==> src/rtl/l1_trig_register.sv <==
// L1 trigger register: a FIFO that tags each accepted trigger with {L1ID, BCID}.
// Defining L1_REG_TMR_EN triplicates every state register behind a 2-of-3 vote.
module l1_trig_register #(
   parameter int DEPTH_LOG2 = 4,
   parameter int BCID_W     = 8,
   parameter int L1ID_W     = 4
) (
   input  logic                     Clk,
   input  logic                     Reset,
   input  logic                     TrigOut,
   input  logic                     BCR,
   input  logic                     ECR,
   input  logic                     Rd_Req,
   output logic [L1ID_W+BCID_W-1:0] Rd_Data,
   output logic                     Rd_Valid,
   output logic                     Empty,
   output logic                     L1_Reg_Full,
   output logic                     Overflow
);

   localparam int DEPTH = 1 << DEPTH_LOG2;
   localparam int DW    = L1ID_W + BCID_W;

   localparam logic [BCID_W-1:0]     BCID_ONE = {{(BCID_W-1){1'b0}}, 1'b1};
   localparam logic [L1ID_W-1:0]     L1ID_ONE = {{(L1ID_W-1){1'b0}}, 1'b1};
   localparam logic [DEPTH_LOG2-1:0] PTR_ONE  = {{(DEPTH_LOG2-1){1'b0}}, 1'b1};
   localparam logic [DEPTH_LOG2:0]   OCC_ONE  = {{DEPTH_LOG2{1'b0}}, 1'b1};
   localparam logic [DEPTH_LOG2:0]   OCC_FULL = {1'b1, {DEPTH_LOG2{1'b0}}};

   typedef struct packed {
      logic [BCID_W-1:0]     bcid;
      logic [L1ID_W-1:0]     l1id;
      logic                  trig_prev;
      logic [DEPTH_LOG2-1:0] wr_ptr;
      logic [DEPTH_LOG2-1:0] rd_ptr;
      logic [DEPTH_LOG2:0]   occ;
      logic                  empty;
      logic                  full;
      logic                  ovf;
      logic [DW-1:0]         rd_data;
      logic                  rd_valid;
   } state_t;

   localparam state_t RESET_ST = '{
      bcid:      '0,
      l1id:      '1,
      trig_prev: 1'b0,
      wr_ptr:    '0,
      rd_ptr:    '0,
      occ:       '0,
      empty:     1'b1,
      full:      1'b0,
      ovf:       1'b0,
      rd_data:   '0,
      rd_valid:  1'b0
   };

   logic [DW-1:0]     mem_q [DEPTH];
   state_t            st_vote_s;
   state_t            st_d;
   logic              trig_rise_s;
   logic              wr_en_s;
   logic              rd_en_s;
   logic [L1ID_W-1:0] l1id_inc_s;

   // Next-state logic, always computed from the (voted) current state
   always_comb begin
      st_d        = st_vote_s;
      trig_rise_s = TrigOut & ~st_vote_s.trig_prev;
      wr_en_s     = TrigOut & ~ECR & ~st_vote_s.full;
      rd_en_s     = Rd_Req & ~ECR & ~st_vote_s.empty;

      if (trig_rise_s) begin
         l1id_inc_s = st_vote_s.l1id + L1ID_ONE;
      end else begin
         l1id_inc_s = st_vote_s.l1id;
      end

      if (BCR) begin
         st_d.bcid = '0;
      end else begin
         st_d.bcid = st_vote_s.bcid + BCID_ONE;
      end

      // ECR forces the next high cycle to count as a fresh burst
      st_d.trig_prev = TrigOut & ~ECR;
      st_d.rd_valid  = rd_en_s;

      if (rd_en_s) begin
         st_d.rd_data = mem_q[st_vote_s.rd_ptr];
         st_d.rd_ptr  = st_vote_s.rd_ptr + PTR_ONE;
      end else begin
         st_d.rd_data = st_vote_s.rd_data;
         st_d.rd_ptr  = st_vote_s.rd_ptr;
      end

      if (wr_en_s) begin
         st_d.wr_ptr = st_vote_s.wr_ptr + PTR_ONE;
      end else begin
         st_d.wr_ptr = st_vote_s.wr_ptr;
      end

      case ({wr_en_s, rd_en_s})
         2'b10:   st_d.occ = st_vote_s.occ + OCC_ONE;
         2'b01:   st_d.occ = st_vote_s.occ - OCC_ONE;
         default: st_d.occ = st_vote_s.occ;
      endcase

      if (ECR) begin
         st_d.l1id   = '1;
         st_d.wr_ptr = '0;
         st_d.rd_ptr = '0;
         st_d.occ    = '0;
         st_d.ovf    = 1'b0;
      end else begin
         st_d.l1id   = l1id_inc_s;
         st_d.ovf    = st_vote_s.ovf | (TrigOut & st_vote_s.full);
      end

      st_d.empty = (st_d.occ == '0);
      st_d.full  = (st_d.occ == OCC_FULL);
   end

   // Trigger storage; left without reset since the pointers define validity
   always_ff @(posedge Clk) begin
      if (wr_en_s) begin
         mem_q[st_vote_s.wr_ptr] <= {l1id_inc_s, st_vote_s.bcid};
      end
   end

`ifdef L1_REG_TMR_EN
   state_t st_q [3];

   function automatic state_t vote3(input state_t a, input state_t b, input state_t c);
      vote3 = state_t'((a & b) | (a & c) | (b & c));
   endfunction

   assign st_vote_s = vote3(st_q[0], st_q[1], st_q[2]);

   // All three copies reload from the vote, so a single upset heals in one edge
   always_ff @(posedge Clk or negedge Reset) begin
      if (!Reset) begin
         for (int i = 0; i < 3; i++) begin
            st_q[i] <= RESET_ST;
         end
      end else begin
         for (int i = 0; i < 3; i++) begin
            st_q[i] <= st_d;
         end
      end
   end
`else
   state_t st_q;

   assign st_vote_s = st_q;

   // Single-copy state register
   always_ff @(posedge Clk or negedge Reset) begin
      if (!Reset) begin
         st_q <= RESET_ST;
      end else begin
         st_q <= st_d;
      end
   end
`endif

   assign Rd_Data     = st_vote_s.rd_data;
   assign Rd_Valid    = st_vote_s.rd_valid;
   assign Empty       = st_vote_s.empty;
   assign L1_Reg_Full = st_vote_s.full;
   assign Overflow    = st_vote_s.ovf;

endmodule
==> config.mk <==
export PLATFORM = sky130hd
export DESIGN_NAME = l1_trig_register
export DESIGN_NICKNAME = d
export VERILOG_FILES = /design/src/rtl/l1_trig_register.sv
export SDC_FILE = /design/constraint.sdc
export NUM_CORES = 1
export LEC_CHECK = 0
export ABC_AREA = 1
export CELL_PAD_IN_SITES_DETAIL_PLACEMENT = 0
export CELL_PAD_IN_SITES_GLOBAL_PLACEMENT = 1
export CORE_UTILIZATION = 54
export DETAILED_ROUTE_END_ITERATION = 8
export PLACE_DENSITY = 0.94
export SKIP_CTS_REPAIR_TIMING = 1
export SYNTH_ARGS = -nofsm -noshare
export SYNTH_HDL_FRONTEND = slang
export SYNTH_SLANG_ARGS = --single-unit
export TNS_END_PERCENT = 50
==> constraint.sdc <==
create_clock -name Clk -period 3.68 [get_ports Clk]
set_input_delay 0.736 -clock Clk [delete_from_list [all_inputs] [get_ports Clk]]
set_output_delay 0.736 -clock Clk [all_outputs]
set_load 0.02 [all_outputs]
==> summary.md <==
| Metric | Value |
|---|---|
| Final wirelength | `20.6 mm` |
| # rows | `48` |
| Post-route insts no fill | `1086` |
| Routed len/inst | `19.0 um` |
| Tcrit/Tclk final | `76.0%` |
| Starting Density | `55.8%` |
| Final setup viols | `0` |
| IO buf count | `21` |
| Diodes inserted | `0` |
| Number of synthesized register bits | `234` |
| Root buf cell | `clkbuf_16` |
| Grt ovf | `0` |
| Met3 wire length | `1.21 mm` |
| Synthesis Warnings | `0` |
| Vias | `6171` |
| Met2 routed WL | `10.0 mm` |
| Pwr Density | `597 nW/um^2` |
| Initial antenna violation count | `0` |
| Final Max Slew Viols | `0` |
| Most frequent cell after synthesis | `edfxtp_1` |
| Slowest cell delay on critical path | `0.53 ns` |
| Crit Path Class | `in -> reg` |
| Post-DP HPWL | `12.1 mm` |
| Reg clk slew, reported paths | `0.06 ns` |
| Gr usage total | `23.5%` |
| Max Clk Rate | `0.357 GHz` |
| Critical path endpoint category | `flip-flop` |
| Ys async rst share | `17.9%` |
| Number of flops mapped to enable cells by yosys | `192` |
| Post-route setup slack | `0.882 ns` |
| Final hold violations | `0` |
| Critical path cell sequence | `clkdlybuf4s50_1 -> nor2_1 -> inv_1 -> nor2_4 -> inv_1 -> ha_1 -> xor2_1 -> ha_1 -> inv_1 -> nand2_1 -> xnor2_1 -> nand2_1 -> a21oi_1 -> nand2_1 -> nor2_1` |
| Ys flop type | `edfxtp_1` |
| Top sig layer | `met4` |
| Worst-Margin Slew | `1.04 ns` |
| R2R depth | `13` |
| TritonRoute pass-1 iters | `6` |
| Post-synthesis cell count | `825` |
| Num CTS Buffers | `24` |
| Max Cap Viol | `0` |
| Netlist cell types | `37` |
| Hold Path Class | `in -> async` |
| Area grow syn2layout | `11.6%` |
| DR vias/cell | `5.68` |
| P_leak | `4.05 nW` |
| Area leader, netlist | `edfxtp_1` |
| Nets@finish | `859` |
| Die area | `18500 um^2` |
| Vias in the first global route | `5942` |
| Fraction of layout cells with a size suffix above 1 | `9.52%` |
| Normalized max-slew margin | `30.4%` |
| Crit path DAT | `3.24 ns` |
| Place WS | `0.374 ns` |
| Synth Net Count | `841` |
| Dpl cells | `1042` |
| CTS sink count | `234` |
| CP Launch Type | `input pin` |
| Placed instance area | `10000 um^2` |
| Multi-input logic area | `2450 um^2` |
| Clk_skew | `0.00828 ns` |
| Top cell type's share of synthesized area | `59.3%` |
| CTS tree | `built` |
| Status | `completed` |
| RSZ-0062 raised after global routing | `false` |
| First-pass GRT wire length | `32.8 mm` |
| Average size of a mapped cell | `11.8 um^2` |
| FF/Latch Area | `6820 um^2` |
| IO Count | `22` |
| Commonest cells post-synth | `edfxtp_1 (192), nand2_1 (182), nor2_1 (107)` |
| Core Area | `17400 um^2` |
| Clock Path Buffers | `3` |
| GP Congestion | `0.820` |
| Worst path required time | `4.12 ns` |
| Fillcell total | `1345` |
| Die height | `136 um` |
| Final ANT Viol Nets | `0` |
| CTS H-tree lvls | `1` |
| Met1 wire length | `9.03 mm` |
| Critical path peak fanout | `9` |
| Total negative slack | `0 ns` |
| Sequential share of the synthesized area | `70.2%` |
| Worst path slowest cell | `clkdlybuf4s50_1` |
| Total power | `6.47 mW` |
| Drt initial violations | `625` |
| Design Area, Final | `10800 um^2` |
| Ranking of synthesized cells by area | `edfxtp_1 (59%), dfrtp_1 (9.5%), nand2_1 (7.0%)` |
| Synthesized area | `9720 um^2` |
| Clk_lat worst skew | `0.51 ns` |
| Die X | `136 um` |
| Final min period | `2.80 ns` |
| Core Util, Final | `62.3%` |
| Largest net degree at the start of global routing | `89` |
| Max IR drop VDD | `0.445 mV` |
| Worst hold slack | `0.422 ns` |
| # DRC | `0` |
[worst paths after layout]
path	slack, ns	start	end
max	0.88	ECR	Empty$_DFF_PN1_
min	0.42	Reset	st_q[36]$_DFF_PN0_
max in group asynchronous	2.55	Reset	st_q[21]$_DFFE_PN0P_
min reg2reg	0.48	Rd_Data[4]$_DFFE_PN0P_	Rd_Data[4]$_DFFE_PN0P_
max reg2reg	1.40	Empty$_DFF_PN1_	Empty$_DFF_PN1_
min in group Clk	0.48	Rd_Data[4]$_DFFE_PN0P_	Rd_Data[4]$_DFFE_PN0P_
[layer usage]
layer	GRT usage, %	vias to the layer above
met2	38.7	219
met3	3.50	31
met5	0	-
met1	32.8	3024
met4	6.48	0
li1	-	2897
[power by group]
part | leakage (nW) | internal (mW) | switching, mW
registers | 2.31 | 3.00 | 0.0957
clock network | 0.398 | 1.45 | 0.978
logic | 1.35 | 0.342 | 0.611
[kinds of logic after synthesis]
| logic type | count (synthesis) | synth area share [%] |
|---|---|---|
| buffers and inverters | 79 | 4.62 |
| AND/OR/NAND/NOR | 321 | 13.1 |
| AO/OA/AOI/OAI | 165 | 9.19 |
| flip-flops | 234 | 70.2 |
| XOR/XNOR | 4 | 0.360 |
| multiplexers | 12 | 1.24 |
| adder cells (fa/ha/maj) | 10 | 1.29 |
[layout make-up]
class | count | share of cell area (%)
well taps | 225 | 2.60
multi-input cells | 512 | 22.6
inverters | 28 | 1.04
clock buffers | 34 | 6.73
flip-flops and latches | 234 | 62.9
repair buffers | 43 | 3.41
clock inverters | 10 | 0.715
[state kept, by name, summed over array words and instances (netlist names)]
name and cells:
mem_q 192, st_q 26, Rd_Data 12, Empty 1, L1_Reg_Full 1, Overflow 1
Rd_Valid 1
[worst max-delay path: cells and delay by family]
| family | cells | cell delay (ns) |
|---|---|---|
| simple gates | 6 | 0.72 |
| buf+inv | 4 | 0.77 |
| compound gates | 1 | 0.16 |
| xor+xnor | 2 | 0.37 |
| fa+ha+maj | 2 | 0.48 |
[cells in the final DEF, fill, tap and decap left out, drive strengths merged, types with 2 or more instances in the layout]
cell           netlist  final
clkinvlp             0      2
dfrtp               37     37
nand3               15     15
dfstp                5      5
or2                  3      3
a21boi              12     12
a21oi               46     46
clkbuf              10     34
nor3b                4      4
nand2              185    185
inv                 26     26
nand4                2      2
nor2               108    108
o21ai               82     82
o22ai               24     24
ha                  10     10
mux2i               12     12
nor3                 3      3
clkinv               2      9
clkdlybuf4s50        0     20
buf                 41     23
edfxtp             192    192
xnor2                3      3
(Power assumes the default switching activity.)
